===== src/rtl/efpga_pkg.sv =====
// Shared types for the eFPGA request queue: opcodes, the queued request record and FSM states.
// Request field widths are fixed here, so the top-level DW/TAG_W must match EFPGA_DW/EFPGA_TAG_W.
package efpga_pkg;

  typedef enum logic [1:0] {
    OP_A  = 2'b00,
    OP_B  = 2'b01,
    OP_C  = 2'b10,
    OP_WR = 2'b11
  } efpga_op_e;

  // Delay code that tells the sequencer to wait for the fabric's own done signal.
  localparam logic [3:0] EFPGA_DELAY_DONE = 4'hF;

  localparam int EFPGA_DW    = 32;
  localparam int EFPGA_TAG_W = 5;

  typedef struct packed {
    efpga_op_e               op;
    logic [3:0]              delay;
    logic [EFPGA_DW-1:0]     a;
    logic [EFPGA_DW-1:0]     b;
    logic [EFPGA_TAG_W-1:0]  tag;
  } efpga_req_t;

  typedef enum logic [1:0] {
    ST_IDLE,
    ST_ISSUE,
    ST_WAIT,
    ST_RESP
  } efpga_state_e;

endpackage


===== src/rtl/efpga_req_fifo.sv =====
// In-order request FIFO. The head stays in place until popped, and a flush can optionally
// preserve the head entry when it is still in flight at the sequencer.
module efpga_req_fifo
  import efpga_pkg::*;
#(
  parameter int  DEPTH = 4,
  parameter type T     = efpga_req_t
) (
  input  logic clk_i,
  input  logic rst_i,
  input  logic push_i,
  input  logic pop_i,
  input  logic flush_i,
  input  logic keep_head_i,
  input  T     data_i,
  output T     head_o,
  output logic full_o,
  output logic empty_o
);

  localparam int AW = (DEPTH > 1) ? $clog2(DEPTH) : 1;

  T               r_mem [DEPTH];
  logic [AW-1:0]  r_rd_ptr;
  logic [AW-1:0]  r_wr_ptr;
  logic [AW:0]    r_count;

  logic [AW-1:0]  w_rd_next;
  logic [AW-1:0]  w_wr_next;
  logic [AW:0]    w_count_next;
  logic           w_push;
  logic           w_pop;
  logic           w_keep;

  assign full_o  = (r_count == (AW+1)'(DEPTH));
  assign empty_o = (r_count == '0);
  assign head_o  = r_mem[r_rd_ptr];

  // A push in the flush cycle is discarded along with the queued entries.
  assign w_push = push_i & ~full_o & ~flush_i;
  assign w_pop  = pop_i & ~empty_o;

  always_comb begin
    w_keep       = 1'b0;
    w_rd_next    = r_rd_ptr + AW'(w_pop);
    w_wr_next    = r_wr_ptr + AW'(w_push);
    w_count_next = r_count + (AW+1)'(w_push) - (AW+1)'(w_pop);
    if (flush_i) begin
      // Surviving content is at most the in-flight head, unless it is popped this cycle.
      w_keep       = keep_head_i & ~w_pop & ~empty_o;
      w_wr_next    = w_rd_next + AW'(w_keep);
      w_count_next = (AW+1)'(w_keep);
    end
  end

  always_ff @(posedge clk_i or posedge rst_i) begin
    if (rst_i) begin
      r_rd_ptr <= '0;
      r_wr_ptr <= '0;
      r_count  <= '0;
    end else begin
      r_rd_ptr <= w_rd_next;
      r_wr_ptr <= w_wr_next;
      r_count  <= w_count_next;
    end
  end

  always_ff @(posedge clk_i) begin
    if (w_push) begin
      r_mem[r_wr_ptr] <= data_i;
    end
  end

endmodule


===== src/rtl/efpga_req_queue.sv =====
// Issue stage for the eFPGA custom-instruction unit: queues requests, launches them one at a
// time into the sequencer, and returns each tagged result through a valid/ready port.
module efpga_req_queue
  import efpga_pkg::*;
#(
  parameter int DEPTH = 4,
  parameter int DW    = EFPGA_DW,
  parameter int TAG_W = EFPGA_TAG_W
) (
  input  logic             clk_i,
  input  logic             rst_i,
  input  logic             flush_i,
  input  logic             req_valid_i,
  output logic             req_ready_o,
  input  logic [1:0]       req_operator_i,
  input  logic [3:0]       req_delay_i,
  input  logic [DW-1:0]    req_operand_a_i,
  input  logic [DW-1:0]    req_operand_b_i,
  input  logic [TAG_W-1:0] req_tag_i,
  output logic             efpga_en_o,
  output logic [1:0]       efpga_operator_o,
  output logic [3:0]       efpga_delay_o,
  output logic [DW-1:0]    efpga_operand_a_o,
  output logic [DW-1:0]    efpga_operand_b_o,
  input  logic             efpga_ready_i,
  input  logic [DW-1:0]    efpga_result_i,
  output logic             rsp_valid_o,
  input  logic             rsp_ready_i,
  output logic [DW-1:0]    rsp_result_o,
  output logic [TAG_W-1:0] rsp_tag_o,
  output logic             busy_o
);

  efpga_state_e     r_state;
  efpga_state_e     w_state_next;
  efpga_req_t       w_push_req;
  efpga_req_t       w_head;
  logic             w_full;
  logic             w_empty;
  logic             w_launch;
  logic             w_capture;
  logic             w_drop;
  logic             w_in_flight;
  logic             r_discard;
  logic [1:0]       r_op;
  logic [3:0]       r_delay;
  logic [DW-1:0]    r_a;
  logic [DW-1:0]    r_b;
  logic [DW-1:0]    r_rsp_result;
  logic [TAG_W-1:0] r_rsp_tag;

  always_comb begin
    w_push_req       = '0;
    w_push_req.op    = efpga_op_e'(req_operator_i);
    w_push_req.delay = req_delay_i;
    w_push_req.a     = req_operand_a_i;
    w_push_req.b     = req_operand_b_i;
    w_push_req.tag   = req_tag_i;
  end

  assign w_in_flight = (r_state == ST_ISSUE) || (r_state == ST_WAIT);
  assign w_capture   = (r_state == ST_WAIT) && efpga_ready_i;
  assign w_drop      = r_discard | flush_i;

  efpga_req_fifo #(
    .DEPTH (DEPTH),
    .T     (efpga_req_t)
  ) u_fifo (
    .clk_i       (clk_i),
    .rst_i       (rst_i),
    .push_i      (req_valid_i),
    .pop_i       (w_capture),
    .flush_i     (flush_i),
    .keep_head_i (w_in_flight),
    .data_i      (w_push_req),
    .head_o      (w_head),
    .full_o      (w_full),
    .empty_o     (w_empty)
  );

  always_comb begin
    w_state_next = r_state;
    case (r_state)
      ST_IDLE: begin
        if (!w_empty && !flush_i && (!rsp_valid_o || rsp_ready_i)) begin
          w_state_next = ST_ISSUE;
        end
      end
      ST_ISSUE: w_state_next = ST_WAIT;
      ST_WAIT: begin
        if (efpga_ready_i) begin
          w_state_next = w_drop ? ST_IDLE : ST_RESP;
        end
      end
      ST_RESP: begin
        if (rsp_ready_i) begin
          w_state_next = ST_IDLE;
        end
      end
      default: w_state_next = ST_IDLE;
    endcase
  end

  assign w_launch = (r_state == ST_IDLE) && (w_state_next == ST_ISSUE);

  always_ff @(posedge clk_i or posedge rst_i) begin
    if (rst_i) begin
      r_state      <= ST_IDLE;
      r_discard    <= 1'b0;
      r_op         <= '0;
      r_delay      <= '0;
      r_a          <= '0;
      r_b          <= '0;
      r_rsp_result <= '0;
      r_rsp_tag    <= '0;
    end else begin
      r_state <= w_state_next;
      // Launch data is latched once and held until the result comes back.
      if (w_launch) begin
        r_op    <= w_head.op;
        r_delay <= w_head.delay;
        r_a     <= w_head.a;
        r_b     <= w_head.b;
      end
      if (w_capture) begin
        r_discard <= 1'b0;
      end else if (flush_i && w_in_flight) begin
        r_discard <= 1'b1;
      end
      if (w_capture && !w_drop) begin
        r_rsp_result <= efpga_result_i;
        r_rsp_tag    <= w_head.tag;
      end
    end
  end

  assign req_ready_o       = ~w_full;
  assign efpga_en_o        = (r_state == ST_ISSUE);
  assign efpga_operator_o  = r_op;
  assign efpga_delay_o     = r_delay;
  assign efpga_operand_a_o = r_a;
  assign efpga_operand_b_o = r_b;
  assign rsp_valid_o       = (r_state == ST_RESP);
  assign rsp_result_o      = r_rsp_result;
  assign rsp_tag_o         = r_rsp_tag;
  assign busy_o            = ~w_empty || (r_state != ST_IDLE);

endmodule


===== config.mk =====
export PLATFORM = sky130hd
export DESIGN_NAME = efpga_req_queue
export DESIGN_NICKNAME = d
export VERILOG_FILES = /design/src/rtl/efpga_pkg.sv /design/src/rtl/efpga_req_fifo.sv /design/src/rtl/efpga_req_queue.sv
export SDC_FILE = /design/constraint.sdc
export NUM_CORES = 1
export LEC_CHECK = 0
export BUFFER_PORTS_ARGS = -buffer_cell sky130_fd_sc_hd__buf_4
export CAP_MARGIN = 15
export CORE_ASPECT_RATIO = 0.7
export CORE_UTILIZATION = 40
export DETAILED_ROUTE_END_ITERATION = 8
export SYNTH_ARGS = -nofsm -noshare
export SYNTH_HDL_FRONTEND = slang
export SYNTH_SLANG_ARGS = --single-unit

===== constraint.sdc =====
create_clock -name clk_i -period 8.7 [get_ports clk_i]
set_input_delay 0.87 -clock clk_i [delete_from_list [all_inputs] [get_ports clk_i]]
set_output_delay 0.87 -clock clk_i [all_outputs]
set_load 0.05 [all_outputs]

[Word level (Yosys, flattened, before mapping)]
Memory sizes are Yosys's and may differ from the RTL's.
Index checks and enable logic that the tools add are counted.
Cells by class
  equality and inequality tests: 5
  bitwise logic cells: 10
  multiplexer cells: 11
  reduce and logical (&&, ||, !) cells: 17
  add/sub/neg operators: 5
Operator list (number)
  2-bit two-way mux: 5
  2-bit case mux with 4 select lines: 1
  2-bit by 1-bit adder with 2-bit output: 3
  1-bit logical AND: 6
  1-bit AND: 5
  2-bit by 1-bit equality test with 1-bit output, second input constant: 2
  2-bit equality test, second input constant: 2
  1-bit zero test: 4
  1-bit two-way mux: 4
  1-bit NOT: 4
  2-bit nonzero test: 2
  3-bit by 1-bit adder with 3-bit output: 1
  3-bit equality test, second input constant: 1
  3-bit zero test: 1
  1-bit logical OR: 3
  3-bit two-way mux: 1
  3-bit by 1-bit subtractor with 3-bit output: 1
  2-bit zero test: 1
  1-bit OR: 1
Word-level totals
  output and inout port bits: 111
  logic and storage cells: 60
  memories: 1
  bits in writable memories: 300
  register bits: 117
Memories
  u_fifo.r_mem: words 4, width 75, rd ports 1, clocked after memory_dff 0, write ports 1, RTL line efpga_req_fifo.sv:23  | T r_mem [DEPTH];

[Depth between registers and ports, before layout]
  depth after elaboration: 8
  mapped depth: 10
  mapped depth without buffers: 10

[Cells and area by module]
A second synthesis with hierarchy kept.
Second synthesis, totals
  cell total of the unflattened synthesis: 848
  area total of the unflattened synthesis: 15770.1 µm²
By module, submodules not included
  efpga_req_fifo: sequential area each 9183.8 µm², area an instance 11287.1 µm², cells each 432, times used 1
  efpga_req_queue: sequential area each 2752.6 µm², area an instance 4483.0 µm², cells each 416, times used 1

[Worst setup path before layout]
Ideal clock, no wire load.
  path kind: input-to-reg
  start point: input port flush_i
  end point: memory u_fifo.r_mem[2][0] (netlist name) (enable)
  arrival: 6.825 ns
  required time: 8.084 ns
  slack: 1.258 ns
  library setup time: 0.616 ns
  stages: 3
  path through: clkbuf_1 > nand3b_1 > nor3b_1
On the way
  word-level cells in the longest chain between the ends: 4
RTL lines
  from (decl): RTL line efpga_req_queue.sv:12  | input logic flush_i,
  1-bit NOT: RTL line efpga_req_fifo.sv:40  | assign w_push = push_i & ~full_o & ~flush_i;
  1-bit AND: RTL line efpga_req_fifo.sv:40
  1-bit two-way mux: RTL line efpga_req_fifo.sv:69  | if (w_push) begin
  1-bit two-way mux (not written as such): RTL line efpga_req_fifo.sv:70  | r_mem[r_wr_ptr] <= data_i;
  to (decl): RTL line efpga_req_fifo.sv:23
Every way passes these cells.

[Worst setup path after layout]
  start point: register u_fifo.r_count[2]
  end point: memory u_fifo.r_mem[2][64] (netlist name) (enable)
On the way
  word-level cells in the longest chain between the ends: 6
RTL lines
  from (decl): RTL line efpga_req_fifo.sv:26  | logic [AW:0] r_count;
  from (signal assigned): RTL line efpga_req_fifo.sv:64  | r_count <= w_count_next;
  3-bit equality test: RTL line efpga_req_fifo.sv:35  | assign full_o = (r_count == (AW+1)'(DEPTH));
  1-bit NOT: RTL line efpga_req_fifo.sv:40
  1-bit AND (2 in a row): RTL line efpga_req_fifo.sv:40
  1-bit two-way mux: RTL line efpga_req_fifo.sv:69
  1-bit two-way mux (not written as such): RTL line efpga_req_fifo.sv:70
Every way passes these cells.

==> reports/results.ini <==
[run_status]
status = finished, final reports clean

[cts]
clk_pin_slew_worst_paths_ps = 60
cts_tree = done
cts_setup_buffers = 0
clock_tree.buffer_depth = 3
root_buffer = clkbuf_16
h-tree-depth = 2
insertion_delay_ps = 530
cts_hold_buf = 0
cts_resized = 0
cts_sinks = 417
cts_buffers = 41

[finish]
final_area_sq_um = 19190
nFillCells = 3183
layout_commonest_cell = edfxtp_1
nets = 1058
area_growth_pct = 22.86
final_cell_mix = edfxtp_1, buf_4, dfrtp_1
drive_above_1_share = 0.5114

[timing]
min_period_ps = 3054
maxSlewViolCount = 0
slew_headroom = 0.3636
tightest_slew_ps = 954.6
final_hold_viol_count = 0
tns_ps = 0
setup_viol = 0
max_freq_mhz = 327.4
skew_ps = 11.41
rsz0062_at_grt = false
setup_ws_ps = 5646
period_share = 0.3510

[global_route]
grt_pass1_wl_um = 47890
grt_usage = 0.1600
grt_pass1_vias = 7789
grt_max_degree = 62
grt_overflow = 0
antenna_found_initial = 1

[detailed_routing]
drt_wl_total_um = 31480
first_pass_iters = 4
via_per_inst = 4.852
vias = 7249
ant_nets = 0
drc = 0
drt_iter0_markers = 322
wl_per_cell_um = 21.07

[synthesis]
syn-num-nets = 806
synth-edff-count = 300
synth_seq_area_share = 0.7642
ys.warnings.count = 0
synth_ff_type = edfxtp_1
syn-mean-instance-area_sq_um = 22.84
ys_types = 33
synth_xor_area_frac = 0.002804
synth_top_family_by_area = multiplexers
synthAdderAreaFrac = 0.007690
synth_mux_area_frac = 0.1970
synthesis.area_sq_um = 15620
async_flop_share = 0.2806
synth_cells = 684
synth_compound_area_frac = 0.005447
yosys.area_share.simple = 0.009292
ys_seq_elements = 417

[worst_hold_path]
holdCritPathClass = input port to asynchronous set/reset pin

[floorplanning]
ios = 224
die_w_um = 238.2
core_sq_um = 38440
start_util = 0.4064
row_count = 60
chipHeight_um = 167.3
die_area_sq_um = 39860

[placement]
place_area_sq_um = 17910
io_buffer_count = 223
dpl.hpwl_um = 18800
dp_slack_ps = 5049
gp_congestion = 0.7042

[power_and_ir_drop]
irDropWorstVdd_v = 0.0002010
p_leak_nw = 7.161
power.density_nw_per_um2 = 383.3

[setup_path]
critPathKind = flip-flop to flip-flop
required_ps = 8850
cp_max_fo = 58
startpoint_type = flip-flop
setup.worst_path.end_class = flip-flop
cp.arrival_ps = 3210

[job]
cap_violations = 0

==> area by class of cell <==
cell class	instances	area (sq um)	share of cell area
Timing Repair Buffer	237	1779	0.09271
Tap cell	527	659.4	0.03436
Antenna cell	1	2.502	0.0001304
Clock inverter	21	161.4	0.008410
Multi-Input combinational cell	233	3497	0.1822
Clock buffer	52	1117	0.05822
Sequential cell	417	11940	0.6224
Inverter	6	30.03	0.001565
==> final timing paths <==
path / start / cells past startpoint / to / slack (ps)
worst min-delay path: rst_i / 2 / rsp_tag_o[1] / 410
worst min register to register: rsp_result_o[9] / 1 / rsp_result_o[9] / 510
worst max register to register: u_fifo.r_count[2] / 5 / u_fifo.r_mem[2][64] / 5650
worst max-delay path: u_fifo.r_count[2] / 5 / u_fifo.r_mem[2][64] / 5650
min in group clk_i: rsp_result_o[9] / 1 / rsp_result_o[9] / 510
max in group asynchronous: rst_i / 3 / u_fifo.r_rd_ptr[0] / 7290
==> synthesized netlist by cell type (all sizes together) (2+ instances only) <==
cell type	number	area share
mux2	109	0.088
nand3b	2	0.00096
inv	6	0.0016
ha	8	0.0064
nor2b	3	0.0012
xor2	3	0.0017
edfxtp	300	0.58
a21oi	4	0.0013
dfrtp	117	0.19
nor2	4	0.00096
nand2	4	0.00096
mux4	75	0.11
clkbuf	8	0.0019
nor3	5	0.0022
nor3b	3	0.0014
buf	20	0.010
xnor2	2	0.0011
==> state kept, by name, indices dropped and copies added (netlist names), 2 cells and up <==
signal	cells
efpga_delay_o	4
efpga_operand_a_o	32
efpga_operand_b_o	32
efpga_operator_o	2
r_state	2
rsp_result_o	32
rsp_tag_o	5
u_fifo.r_count	3
u_fifo.r_mem	300
u_fifo.r_rd_ptr	2
u_fifo.r_wr_ptr	2
==> routing by layer <==
metal / up-vias / part of all wire / track usage
met5: - / 0 / 0
met4: 0 / 0.017 / 0.04013
met3: 46 / 0.051 / 0.04006
met2: 143 / 0.48 / 0.2483
met1: 3797 / 0.46 / 0.2269
li1: 3263 / - / -
==> through the flow <==
| stage | cells | power [mW] | util | hold WS [ps] |
|---|---|---|---|---|
| after detailed placement | 1420 | 5.749 | 0.4660 | 492.9 |
| final | 1494 | 7.356 | 0.4993 | 410.6 |
| after floorplan | 684 | 4.956 | - | 533.0 |
| after global placement | 1420 | 5.724 | 0.4660 | 490.9 |
| after global routing | 1493 | 7.679 | 0.4992 | 437.2 |
| after CTS | 1493 | 7.474 | 0.4992 | 412.3 |
==> power by group <==
part           switching [mW]  internal, mW  leakage [nW]
registers               0.290          2.59          4.13
clock network           0.731         0.969         0.634
logic                    1.62          1.16          2.40
total                    2.64          4.72          7.16
==> worst max-delay path, cell delays in order (launching register included) <==
cell and delay [ps]:
dfrtp_1 410, or3b_2 210, nand3b_1 240, nor3b_2 710, buf_4 330, buf_4 730
==> cells by family (layout without fill, tap and decap cells) <==
logic type               Yosys count  after routing
other                              0              1
AO/OA/AOI/OAI                     10             10
AND/OR/NAND/NOR                   24             24
multiplexers                     185            185
buffers and inverters             34            316
XOR/XNOR                           5              5
adder cells (fa/ha/maj)            9              9
flip-flops                       417            417
(Power assumes the default switching activity.)
